## config.mk

```make
export PLATFORM = sky130hd
export DESIGN_NAME = twdl_seq_cta
export DESIGN_NICKNAME = d
export VERILOG_FILES = /design/src/rtl/twdl_seq_cta_pkg.sv /design/src/rtl/twdl_seq_cta_stride_calc.sv /design/src/rtl/twdl_seq_cta.sv
export SDC_FILE = /design/constraint.sdc
export NUM_CORES = 1
export LEC_CHECK = 0
export BUFFER_PORTS_ARGS = -buffer_cell sky130_fd_sc_hd__buf_2
export CAP_MARGIN = 20
export CORE_ASPECT_RATIO = 0.9
export CORE_MARGIN = 2
export CORE_UTILIZATION = 50
export CTS_BUF_LIST = sky130_fd_sc_hd__clkbuf_2
export CTS_CLUSTER_SIZE = 10
export DETAILED_ROUTE_END_ITERATION = 8
export PLACE_DENSITY = 0.74
export SYNTH_ARGS = -nofsm -noshare
export SYNTH_HDL_FRONTEND = slang
export SYNTH_HIERARCHICAL = 1
export SYNTH_SLANG_ARGS = --single-unit
export TNS_END_PERCENT = 50
```

## constraint.sdc

```tcl
create_clock -name clk -period 3.56 [get_ports clk]
set_input_delay 0.534 -clock clk [delete_from_list [all_inputs] [get_ports clk]]
set_output_delay 0.534 -clock clk [all_outputs]
set_load 0.005 [all_outputs]
```

## src/rtl/twdl_seq_cta_pkg.sv

```systemverilog
// Shared FFT package: radix constants, sequencer state encoding, packed
// five-lane address type. The twiddle multiplier imports this package when
// it unpacks the address FIFO word.
package twdl_seq_cta_pkg;

  localparam int WADDR = 12;

  localparam logic [2:0] RDX2 = 3'd2;
  localparam logic [2:0] RDX3 = 3'd3;
  localparam logic [2:0] RDX4 = 3'd4;
  localparam logic [2:0] RDX5 = 3'd5;

  // Sequencer states
  typedef logic [1:0] seq_state_t;
  localparam seq_state_t ST_IDLE  = 2'd0;
  localparam seq_state_t ST_SETUP = 2'd1;
  localparam seq_state_t ST_RUN   = 2'd2;

  // Five data lanes; lane 0 occupies the MSBs when packed.
  typedef logic [0:4][WADDR-1:0] addr5_t;

  function automatic logic radix_legal(input logic [2:0] r);
    return (r >= RDX2) && (r <= RDX5);
  endfunction

endpackage

```

## src/rtl/twdl_seq_cta_stride_calc.sv

```systemverilog
// Stride generator: s[m] = m*L for m=1..4 and r*L, built from shifts and
// adds only. Registered with one cycle of latency so the results are ready
// exactly when the sequencer leaves SETUP.
module stride_calc
  import twdl_seq_cta_pkg::*;
#(
  parameter int wAddr = 12
) (
  input  logic             clk,
  input  logic             rst_n,
  input  logic             load,
  input  logic [2:0]       factor,
  input  logic [wAddr-1:0] len_l,
  output logic [wAddr-1:0] s1,
  output logic [wAddr-1:0] s2,
  output logic [wAddr-1:0] s3,
  output logic [wAddr-1:0] s4,
  output logic [wAddr-1:0] demontr
);

  logic [wAddr-1:0] l2;
  logic [wAddr-1:0] l3;
  logic [wAddr-1:0] l4;
  logic [wAddr-1:0] l5;
  logic [wAddr-1:0] dem_c;

  // Shift/add multiples of L and the radix-selected denominator r*L
  always_comb begin
    l2    = len_l << 1;
    l4    = len_l << 2;
    l3    = l2 + len_l;
    l5    = l4 + len_l;
    dem_c = l2;
    case (factor)
      RDX2:    dem_c = l2;
      RDX3:    dem_c = l3;
      RDX4:    dem_c = l4;
      RDX5:    dem_c = l5;
      default: dem_c = l2;
    endcase
  end

  // Capture strides while the sequencer sits in SETUP
  always_ff @(posedge clk or negedge rst_n) begin
    if (!rst_n) begin
      s1      <= '0;
      s2      <= '0;
      s3      <= '0;
      s4      <= '0;
      demontr <= '0;
    end else if (load) begin
      s1      <= len_l;
      s2      <= l2;
      s3      <= l3;
      s4      <= l4;
      demontr <= dem_c;
    end
  end

endmodule

```

## src/rtl/twdl_seq_cta.sv

```systemverilog
// Twiddle/address sequencer for one Cooley-Tukey stage. For each butterfly
// vector it issues the radix, twiddle numerator k and denominator r*L to the
// multiplier, the five data read addresses, and the same addresses into the
// write-back address FIFO.
//
// Handshake: out_val is the valid of a one-vector-per-cycle stream whose
// ready is ~stall. A vector is issued at a clock edge only when the
// sequencer is in RUN and stall was low in the cycle before that edge; the
// issued vector is visible (out_val=1) in the following cycle. There is no
// back-pressure on out_val itself: once visible it is consumed.
module twdl_seq_cta
  import twdl_seq_cta_pkg::*;
#(
  parameter int wAddr = 12
) (
  input  logic                   clk,
  input  logic                   rst_n,
  input  logic                   start,
  input  logic [2:0]             factor,
  input  logic [wAddr-1:0]       len_l,
  input  logic [wAddr-1:0]       n_grp,
  input  logic                   stall,
  output logic                   busy,
  output logic                   done,
  output logic                   cfg_err,
  output logic                   out_val,
  output logic [2:0]             factor_o,
  output logic [wAddr-1:0]       twdl_numrtr_1,
  output logic [wAddr-1:0]       twdl_demontr,
  output logic [0:4][wAddr-1:0]  rd_addr,
  output logic                   ff_addr_wrreq,
  output logic [5*wAddr-1:0]     ff_addr_data,
  output logic [1:0]             dbg_state
);

  localparam logic [wAddr-1:0] ONE = {{(wAddr-1){1'b0}}, 1'b1};

  seq_state_t            state;
  logic [2:0]            fac_q;
  logic [wAddr-1:0]      len_q;
  logic [wAddr-1:0]      grp_q;
  logic [wAddr-1:0]      k;
  logic [wAddr-1:0]      g;
  logic [wAddr-1:0]      base;

  logic [wAddr-1:0]      s1;
  logic [wAddr-1:0]      s2;
  logic [wAddr-1:0]      s3;
  logic [wAddr-1:0]      s4;
  logic [wAddr-1:0]      demontr;
  logic [0:4][wAddr-1:0] stride;
  logic [0:4][wAddr-1:0] lane;
  logic                  cfg_ok;
  logic                  k_wrap;
  logic                  last;

  assign dbg_state = state;
  assign stride    = {{wAddr{1'b0}}, s1, s2, s3, s4};

  stride_calc #(
    .wAddr(wAddr)
  ) u_stride (
    .clk     (clk),
    .rst_n   (rst_n),
    .load    (state == ST_SETUP),
    .factor  (fac_q),
    .len_l   (len_q),
    .s1      (s1),
    .s2      (s2),
    .s3      (s3),
    .s4      (s4),
    .demontr (demontr)
  );

  // Config legality and end-of-group / end-of-stage detection
  always_comb begin
    cfg_ok = radix_legal(factor) && (len_l != '0) && (n_grp != '0);
    k_wrap = (k == len_q - ONE);
    last   = k_wrap && (g == grp_q - ONE);
  end

  // Lane addresses for the current vector; lanes beyond the radix read 0
  always_comb begin
    lane = '0;
    for (int m = 0; m < 5; m++) begin
      if (3'(m) < fac_q) begin
        lane[m] = base + k + stride[m];
      end
    end
  end

  // Sequencer FSM, counters and registered vector outputs
  always_ff @(posedge clk or negedge rst_n) begin
    if (!rst_n) begin
      state         <= ST_IDLE;
      fac_q         <= '0;
      len_q         <= '0;
      grp_q         <= '0;
      k             <= '0;
      g             <= '0;
      base          <= '0;
      busy          <= 1'b0;
      done          <= 1'b0;
      cfg_err       <= 1'b0;
      out_val       <= 1'b0;
      ff_addr_wrreq <= 1'b0;
      factor_o      <= '0;
      twdl_numrtr_1 <= '0;
      twdl_demontr  <= '0;
      rd_addr       <= '0;
      ff_addr_data  <= '0;
    end else begin
      done          <= 1'b0;
      cfg_err       <= 1'b0;
      out_val       <= 1'b0;
      ff_addr_wrreq <= 1'b0;
      case (state)
        ST_IDLE: begin
          busy <= 1'b0;
          if (start) begin
            if (cfg_ok) begin
              state <= ST_SETUP;
              fac_q <= factor;
              len_q <= len_l;
              grp_q <= n_grp;
              busy  <= 1'b1;
            end else begin
              cfg_err <= 1'b1;
            end
          end
        end
        ST_SETUP: begin
          k     <= '0;
          g     <= '0;
          base  <= '0;
          state <= ST_RUN;
        end
        ST_RUN: begin
          if (!stall) begin
            out_val       <= 1'b1;
            ff_addr_wrreq <= 1'b1;
            factor_o      <= fac_q;
            twdl_numrtr_1 <= k;
            twdl_demontr  <= demontr;
            rd_addr       <= lane;
            ff_addr_data  <= lane;
            if (last) begin
              done  <= 1'b1;
              state <= ST_IDLE;
              k     <= '0;
              g     <= '0;
              base  <= '0;
            end else if (k_wrap) begin
              k    <= '0;
              g    <= g + ONE;
              base <= base + demontr;
            end else begin
              k <= k + ONE;
            end
          end
        end
        default: state <= ST_IDLE;
      endcase
    end
  end

endmodule

```

==> results of run 1 <==
-- area by class of cell --
| cell class | count | area, µm² | area share |
|---|---|---|---|
| multi-input combinational | 1060 | 7300 | 0.498 |
| sequential | 191 | 4780 | 0.326 |
| timing repair buffer | 274 | 1700 | 0.116 |
| tap | 348 | 435 | 0.0297 |
| inverter | 49 | 184 | 0.0126 |
| clock inverter | 14 | 168 | 0.0114 |
| clock buffer | 17 | 85.1 | 0.00581 |
| antenna | 1 | 2.50 | 0.000171 |
-- cells in the mapped netlist, drive strengths merged, types with 5 or more instances --
library cell / count
nor2: 82
nor4: 17
nand3: 35
nor2b: 24
mux2i: 7
xnor2: 61
nand4: 9
a22o: 44
a21boi: 7
buf: 102
fa: 8
clkbuf: 32
a32o: 7
nor3b: 5
and3: 8
o2bb2ai: 5
nand2b: 7
a31oi: 12
o41ai: 10
or2: 6
a21oi: 54
xor2: 25
o211ai: 11
o21bai: 13
mux2: 23
o21ai: 82
a221oi: 7
dfrtp: 191
nand2: 228
a211oi: 13
a221o: 5
nor3: 45
or3: 17
inv: 48
o31ai: 11
ha: 89
nor4b: 6
a21o: 13
o21a: 11
-- cell families after synthesis --
| kind of cell | Yosys count | share of synthesized area |
|---|---|---|
| AOI/OAI and AO/OA | 335 | 0.180 |
| xor gates and xnor gates | 88 | 0.0614 |
| adders and majority gates | 97 | 0.0977 |
| buffers and inverters | 183 | 0.0827 |
| DFF | 191 | 0.367 |
| muxes | 30 | 0.0253 |
| other | 1 | 0.000288 |
| and+or+nand+nor | 507 | 0.186 |
-- how the worst max path moves through the flow --
stage	startpoint	slack (ns)	end
after CTS	base[0]	-0.03	rd_addr[22]
after global placement	base[0]	0.07	ff_addr_data[35]
final	base[0]	-0.08	ff_addr_data[23]
after floorplan	k[0]	0.04	ff_addr_data[35]
after detailed placement	base[0]	-0.09	ff_addr_data[23]
after global routing	base[0]	-0.26	ff_addr_data[23]
-- sequential cells by signal, summed over array words and instances (netlist names) --
name	flops
base	12
busy	1
cfg_err	1
dbg_state	2
done	1
fac_q	3
factor_o	3
ff_addr_data	4
ff_addr_wrreq	1
g	12
grp_q	12
k	12
len_q	12
rd_addr	56
twdl_demontr	12
twdl_numrtr_1	12
u_stride/demontr	12
u_stride/s1	12
u_stride/s3	11
-- through the flow --
step           worst slack [ns]  area [µm²]  power, W  instances  utilization
6_report                -0.0842       14700    0.0130       1954        0.567
5_1_grt                  -0.261       14700    0.0141       1954        0.567
4_1_cts                 -0.0250       14600    0.0129       1948        0.563
3_5_place_dp            -0.0883       14000    0.0117       1888        0.541
3_3_place_gp             0.0721       14000    0.0114       1888        0.541
2_1_floorplan            0.0406       13100   0.00947       1434            -
-- timing repair --
item,4_1_cts,5_1_grt
hold buffers,28,1
resized for setup,3,11
buffers inserted,1,4
pin swaps,3,8
setup endpoints to repair,5,12
hold endpoints to repair,113,1
-- per-layer routing --
layer | part of all wire | GRT usage
met5 | 0 | 0
met4 | 0.028 | 0.0880
met3 | 0.073 | 0.0500
met2 | 0.47 | 0.437
met1 | 0.43 | 0.335
-- worst min-delay path: stages --
cell and delay [ns]:
buf_2 0.10, xor2_1 0.10, a31oi_1 0.17
-- report_power, final --
group          internal, W  switching, W
sequential         0.00293       0.00100
combinational      0.00358       0.00436
clock             0.000296      0.000869
-- cell usage in the layout (no fill, tap or decap), types with 7 or more instances in the layout --
master	count
a21boi_0	7
a32o_1	7
o21ai_1	7
nand4_1	9
mux2_2	23
xnor2_1	58
or3_1	15
xor2_1	25
dlygate4sd3_1	29
dfrtp_1	191
o211ai_1	11
a31oi_1	12
buf_4	59
nor3_1	45
a21oi_1	48
nand3_1	34
nand2b_1	7
inv_1	48
a221oi_1	7
o41ai_1	9
buf_2	183
fa_1	7
nand2_1	227
o21ai_0	75
nor2_1	78
a21o_1	12
nor2b_1	21
a211oi_1	13
clkbuf_2	17
o21a_1	10
mux2i_1	7
o21bai_1	12
nor4_1	15
a22o_1	41
and3_1	8
o31ai_1	10
ha_1	86
==> impl_metrics.py, run 1 <==
metrics = {
    "status": {
        "outcome": "complete, but fails checks",
        "violations": "setup timing",
    },
    "synthesis": {
        "synthTopCellsByArea": "dfrtp_1 (37%), ha_1 (8.5%), nand2_1 (6.5%), buf_4 (5.1%), xnor2_1 (4.1%)",
        "synth.lib_cells_used.distinct": 92,
        "yosysWarnings": 6,
        "syn-cell-area_um2": 13000,
        "synthArstFlopShare": 1.00,
        "ys_ff_latch": 191,
        "ys.flop_type": "dfrtp_1",
        "syn_avg_cell_area_um2": 9.10,
        "yosysTopAreaCellShare": 0.367,
        "synth_edf_count": 0,
        "ys_seq_area_frac": 0.367,
        "synthCells": 1432,
        "yosysTopAreaCell": "dfrtp_1",
    },
    "pwr": {
        "cellLeakagePower_nw": 7.21,
        "power.density_nw_per_um2": 890,
        "peakVddDrop_v": 0.000512,
    },
    "critical_path": {
        "cp.depth": 16,
        "cp_top_family": "compound AO/OA/AOI/OAI gates",
        "cp_num_buf_inv": 0,
        "path_max_fanout": 4,
        "crit_path_start_kind": "register",
        "r2r_end": "ff_addr_data[23]",
        "crit_path_end_kind": "register",
        "cp.arrival_ns": 4.35,
        "reg2reg_depth": 16,
        "path_cells": "ha_2 -> fa_2 -> a21o_1 -> a21oi_2 -> o21bai_1 -> a21oi_2 -> o21bai_2 -> a221o_1 -> a21oi_4 -> xnor2_4 -> ha_4 -> or3_1 -> o21ai_1 -> a21oi_1 -> xor3_1 -> o31ai_1",
        "rrSetupSlack_ns": -0.08,
        "crit_path_frequent_cell": "a21oi_2",
        "rr_startpoint": "base[0]",
        "required_ns": 4.27,
        "slowest_stage": "dfrtp_1",
        "slowest_delay_ns": 0.45,
        "criticalPathCategory": "register to register",
    },
    "routing": {
        "remaining_drc_errors": 0,
        "ant_nets": 0,
        "via_per_inst": 5.85,
        "vias": 11428,
        "wl_um": 35700,
        "wire_per_inst_um": 18.3,
        "drt_iter0_markers": 871,
        "dr.pass1.iters": 5,
    },
    "global_routing": {
        "grt_pass1_vias": 10894,
        "grt_pass1_wl_um": 56100,
        "grt_overflow": 0,
        "grt_max_degree": 89,
        "antenna_found_initial": 1,
        "grt_usage": 0.259,
    },
    "clock_network": {
        "path_clk_slew_ns": 0.30,
        "clk_path_buf_depth": 2,
        "clkSinkCount": 191,
        "cts_max_level": 4,
        "cts_tree": "yes",
        "clk_latency_ns": 0.83,
        "cts_made_buffers": 17,
        "root_buffer": "clkbuf_2",
    },
    "placement": {
        "gp_congestion": 0.907,
        "hpwl_um": 26600,
        "numPortBuffers": 184,
    },
    "floorplan": {
        "core_area_um2": 25900,
        "die_h_um": 157,
        "row_count": 56,
        "io-pin-count": 185,
        "fp.dieW_um": 174,
        "die_area_um2": 27400,
        "start_util": 0.504,
    },
    "timing": {
        "hold_viol_final": 0,
        "slew_viol_final": 0,
        "tightest_slew_ns": 0.887,
        "final.min_clock_period_ns": 3.64,
        "fin_skew_ns": 0.0850,
        "rsz0062_at_grt": "yes",
        "whs_ns": 0.139,
        "fin_tns_setup_ns": -0.163,
        "relSlewSlack": 0.408,
        "setup_viol": 4,
        "final.setup.worst_slack_ns": -0.0842,
        "fmax_mhz": 274,
        "period_share": 1.02,
    },
    "hold_path": {
        "hp-start": "factor[2]",
        "min_to": "cfg_err",
        "hold_class": "input port to register",
        "min_path_cells": 3,
    },
    "layout": {
        "layout-drive-gt1-share": 0.214,
        "num-nets-final": 1721,
        "nFillCells": 2293,
        "area_growth_pct": 12.4,
    },
    "job": {
        "maxCapViolCount": 0,
    },
}
Note: power is estimated with default switching activity, not from simulation.
==> run 2, diff against run 1 <==
--- a/config.mk
+++ b/config.mk
@@ -16,6 +16,5 @@
 export PLACE_DENSITY = 0.74
 export SYNTH_ARGS = -nofsm -noshare
 export SYNTH_HDL_FRONTEND = slang
-export SYNTH_HIERARCHICAL = 1
 export SYNTH_SLANG_ARGS = --single-unit
 export TNS_END_PERCENT = 50
==> run 2 against run 1 <==
Net effect: the run now ends clean; sequential power is 41% lower; via count down 3.9%; clock-buffer cell count unchanged; setup slack improved by 0.12 ns; design area hardly changed; fmax increased by 3.3%; critical path depth unchanged; sequential share of layout area barely moved; largest cell class unchanged; largest power group is now sequential cells; combinational power down 92%.
==> impl_metrics.py, run 2 <==
metrics = {
    "status": {
        "outcome": "finished clean",
    },
    "critical_path": {
        "required_ns": 4.35,
        "cp.depth": 16,
        "reg2reg_depth": 16,
        "cp.arrival_ns": 4.32,
        "path_cells": "ha_2 -> fa_2 -> a21o_1 -> a21oi_2 -> o21bai_1 -> a21oi_2 -> o21bai_1 -> a221o_1 -> a21oi_4 -> xnor2_4 -> ha_4 -> and3_1 -> and3_1 -> nor3_2 -> xor2_1 -> a22o_1",
        "slowest_stage": "dfrtp_1",
        "path_max_fanout": 4,
        "criticalPathCategory": "register to register",
        "slowest_delay_ns": 0.45,
        "cp_num_buf_inv": 0,
        "crit_path_start_kind": "register",
        "cp_top_family": "compound AO/OA/AOI/OAI gates",
        "crit_path_end_kind": "register",
    },
    "floorplan": {
        "die_area_um2": 26200,
        "die_h_um": 154,
        "io-pin-count": 185,
        "core_area_um2": 24400,
        "fp.dieW_um": 170,
        "row_count": 54,
        "start_util": 0.511,
    },
    "timing": {
        "fmax_mhz": 283,
        "slew_viol_final": 0,
        "whs_ns": 0.192,
        "rsz0062_at_grt": "yes",
        "tightest_slew_ns": 1.03,
        "setup_viol": 0,
        "fin_skew_ns": 0.0545,
        "final.setup.worst_slack_ns": 0.0315,
        "hold_viol_final": 0,
        "period_share": 0.991,
        "relSlewSlack": 0.314,
        "final.min_clock_period_ns": 3.53,
    },
    "layout": {
        "fin_area_um2": 14600,
        "largest_register_ffs": 56,
        "num-nets-final": 1712,
        "post-route-util": 0.600,
        "layout_common_cells": "nand2_1 (260), dfrtp_1 (191), buf_2 (183)",
        "regMostFlops": "rd_addr",
        "layout-drive-gt1-share": 0.225,
        "area_growth_pct": 17.5,
        "final_common_cell": "nand2_1",
    },
    "global_routing": {
        "gr-usage-met1": 0.382,
        "grt_most_used_layer": "met2",
        "grt_max_degree": 84,
        "grt_use_met3": 0.0566,
        "grt_usage": 0.264,
        "grt_pass1_vias": 10116,
        "grt_pass1_wl_um": 54400,
        "grt_overflow": 0,
        "antenna_found_initial": 1,
        "use_met2": 0.401,
    },
    "routing": {
        "wl_um": 34400,
        "drt_iter0_markers": 893,
        "remaining_drc_errors": 0,
        "wire_per_inst_um": 17.8,
        "dr.pass1.iters": 6,
        "ant_nets": 0,
        "vias": 10981,
        "via_per_inst": 5.70,
    },
    "clock_network": {
        "cts_made_buffers": 17,
        "clk_path_buf_depth": 2,
        "cts_tree": "yes",
        "root_buffer": "clkbuf_2",
        "clk_latency_ns": 0.84,
        "cts_max_level": 4,
        "clkSinkCount": 191,
        "path_clk_slew_ns": 0.31,
    },
    "synthesis": {
        "synth.lib_cells_used.distinct": 79,
        "syn_avg_cell_area_um2": 9.07,
        "synthTopCellsByArea": "dfrtp_1 (38%), ha_1 (9.6%), nand2_1 (7.9%), xnor2_1 (4.4%), o21ai_0 (4.4%)",
        "synthCells": 1374,
        "syn-num-nets": 1509,
        "ys_ff_latch": 191,
        "synth_edf_count": 0,
        "ys_top_cells_by_count": "nand2_1 (261), dfrtp_1 (191), o21ai_0 (110)",
        "ys_seq_area_frac": 0.384,
        "ys.flop_type": "dfrtp_1",
        "yosysTopAreaCell": "dfrtp_1",
        "yosysWarnings": 0,
        "syn-cell-area_um2": 12500,
        "yosysMostFrequentCell": "nand2_1",
        "synthArstFlopShare": 1.00,
        "yosysTopAreaCellShare": 0.384,
    },
    "placement": {
        "gp_congestion": 0.971,
        "numPortBuffers": 184,
        "post-place-ws_ns": -0.132,
        "post_dp_cell_area_um2": 13800,
        "hpwl_um": 25800,
    },
    "job": {
        "maxCapViolCount": 0,
    },
    "pwr": {
        "power.density_nw_per_um2": 282,
        "peakVddDrop_v": 0.000158,
        "finalPower_w": 0.00413,
        "cellLeakagePower_nw": 7.55,
    },
    "hold_path": {
        "hold_class": "input port to register",
        "min_path_cells": 5,
    },
}
## run 2: cell count changes in the layout (fill, tap and decap cells not counted), sizes merged, moves of 12 or more
cell and delta:
a21oi -12, nor2 -26, mux2 -22, and3 +12, o21ai +35, nor3 -18
buf +21, nand2 +33
## run 2: repair_timing
action | 4_1_cts | 5_1_grt
hold buffers | 30 | 0
setup buffers | 0 | 5
endpoints found under the hold margin | 108 | 0
setup endpoints to repair | 8 | 9
gates resized for setup | 4 | 42
pin swaps | 0 | 17
## run 2: cell type report
type | instances | area, µm²
Timing Repair Buffer | 296 | 1890
Tap cell | 336 | 420
Clock buffer | 17 | 85.1
Antenna cell | 1 | 2.50
Clock inverter | 15 | 160
Inverter | 44 | 165
Fill cell | 2099 | 9750
Sequential cell | 191 | 4780
Multi-Input combinational cell | 1027 | 7140
## run 2: cells by family after synthesis
kind of cell / count (synthesis) / synth area share
AND/OR/NAND/NOR: 475 / 0.176
AO/OA/AOI/OAI: 340 / 0.184
adder cells (fa/ha/maj): 104 / 0.109
buffers and inverters: 156 / 0.0669
flip-flops: 191 / 0.384
multiplexers: 10 / 0.00813
XOR/XNOR: 98 / 0.0718
## run 2: worst paths after layout
kind                            startpoint          endpoint  slack [ns]
max in group asynchronous            rst_n              k[0]        2.49
min                              factor[2]              busy        0.19
min in group asynchronous            rst_n       rd_addr[14]        0.25
max reg2reg                        base[0]  ff_addr_data[35]        0.03
min reg2reg                twdl_demontr[5]   twdl_demontr[5]        0.51
max                                base[0]  ff_addr_data[35]        0.03
## run 2: through the flow
step	TNS [ns]	instances
3_3_place_gp	-0.155	1859
2_1_floorplan	0	1374
3_5_place_dp	-0.413	1859
5_1_grt	-0.451	1927
6_report	0	1927
4_1_cts	-0.0286	1921
## run 2: report_power, final
| part | total [W] | internal (W) | switching (W) |
|---|---|---|---|
| clock network | 0.00118 | 0.000338 | 0.000838 |
| logic | 0.000645 | 0.000282 | 0.000363 |
| registers | 0.00231 | 0.00225 | 0.0000606 |
| total | 0.00413 | 0.00287 | 0.00126 |
## run 2: worst min-delay path, cell delays in order
cell and delay, ns:
buf_2 0.08, xor2_1 0.07, nand4b_1 0.09, buf_4 0.21
nand2_1 0.07
## run 2: metal layers
layer  part of all wire  vias up
li1                   -     5206
met1               0.45     5281
met2               0.45      444
met3              0.078       50
met4              0.019        0
met5                  0        -
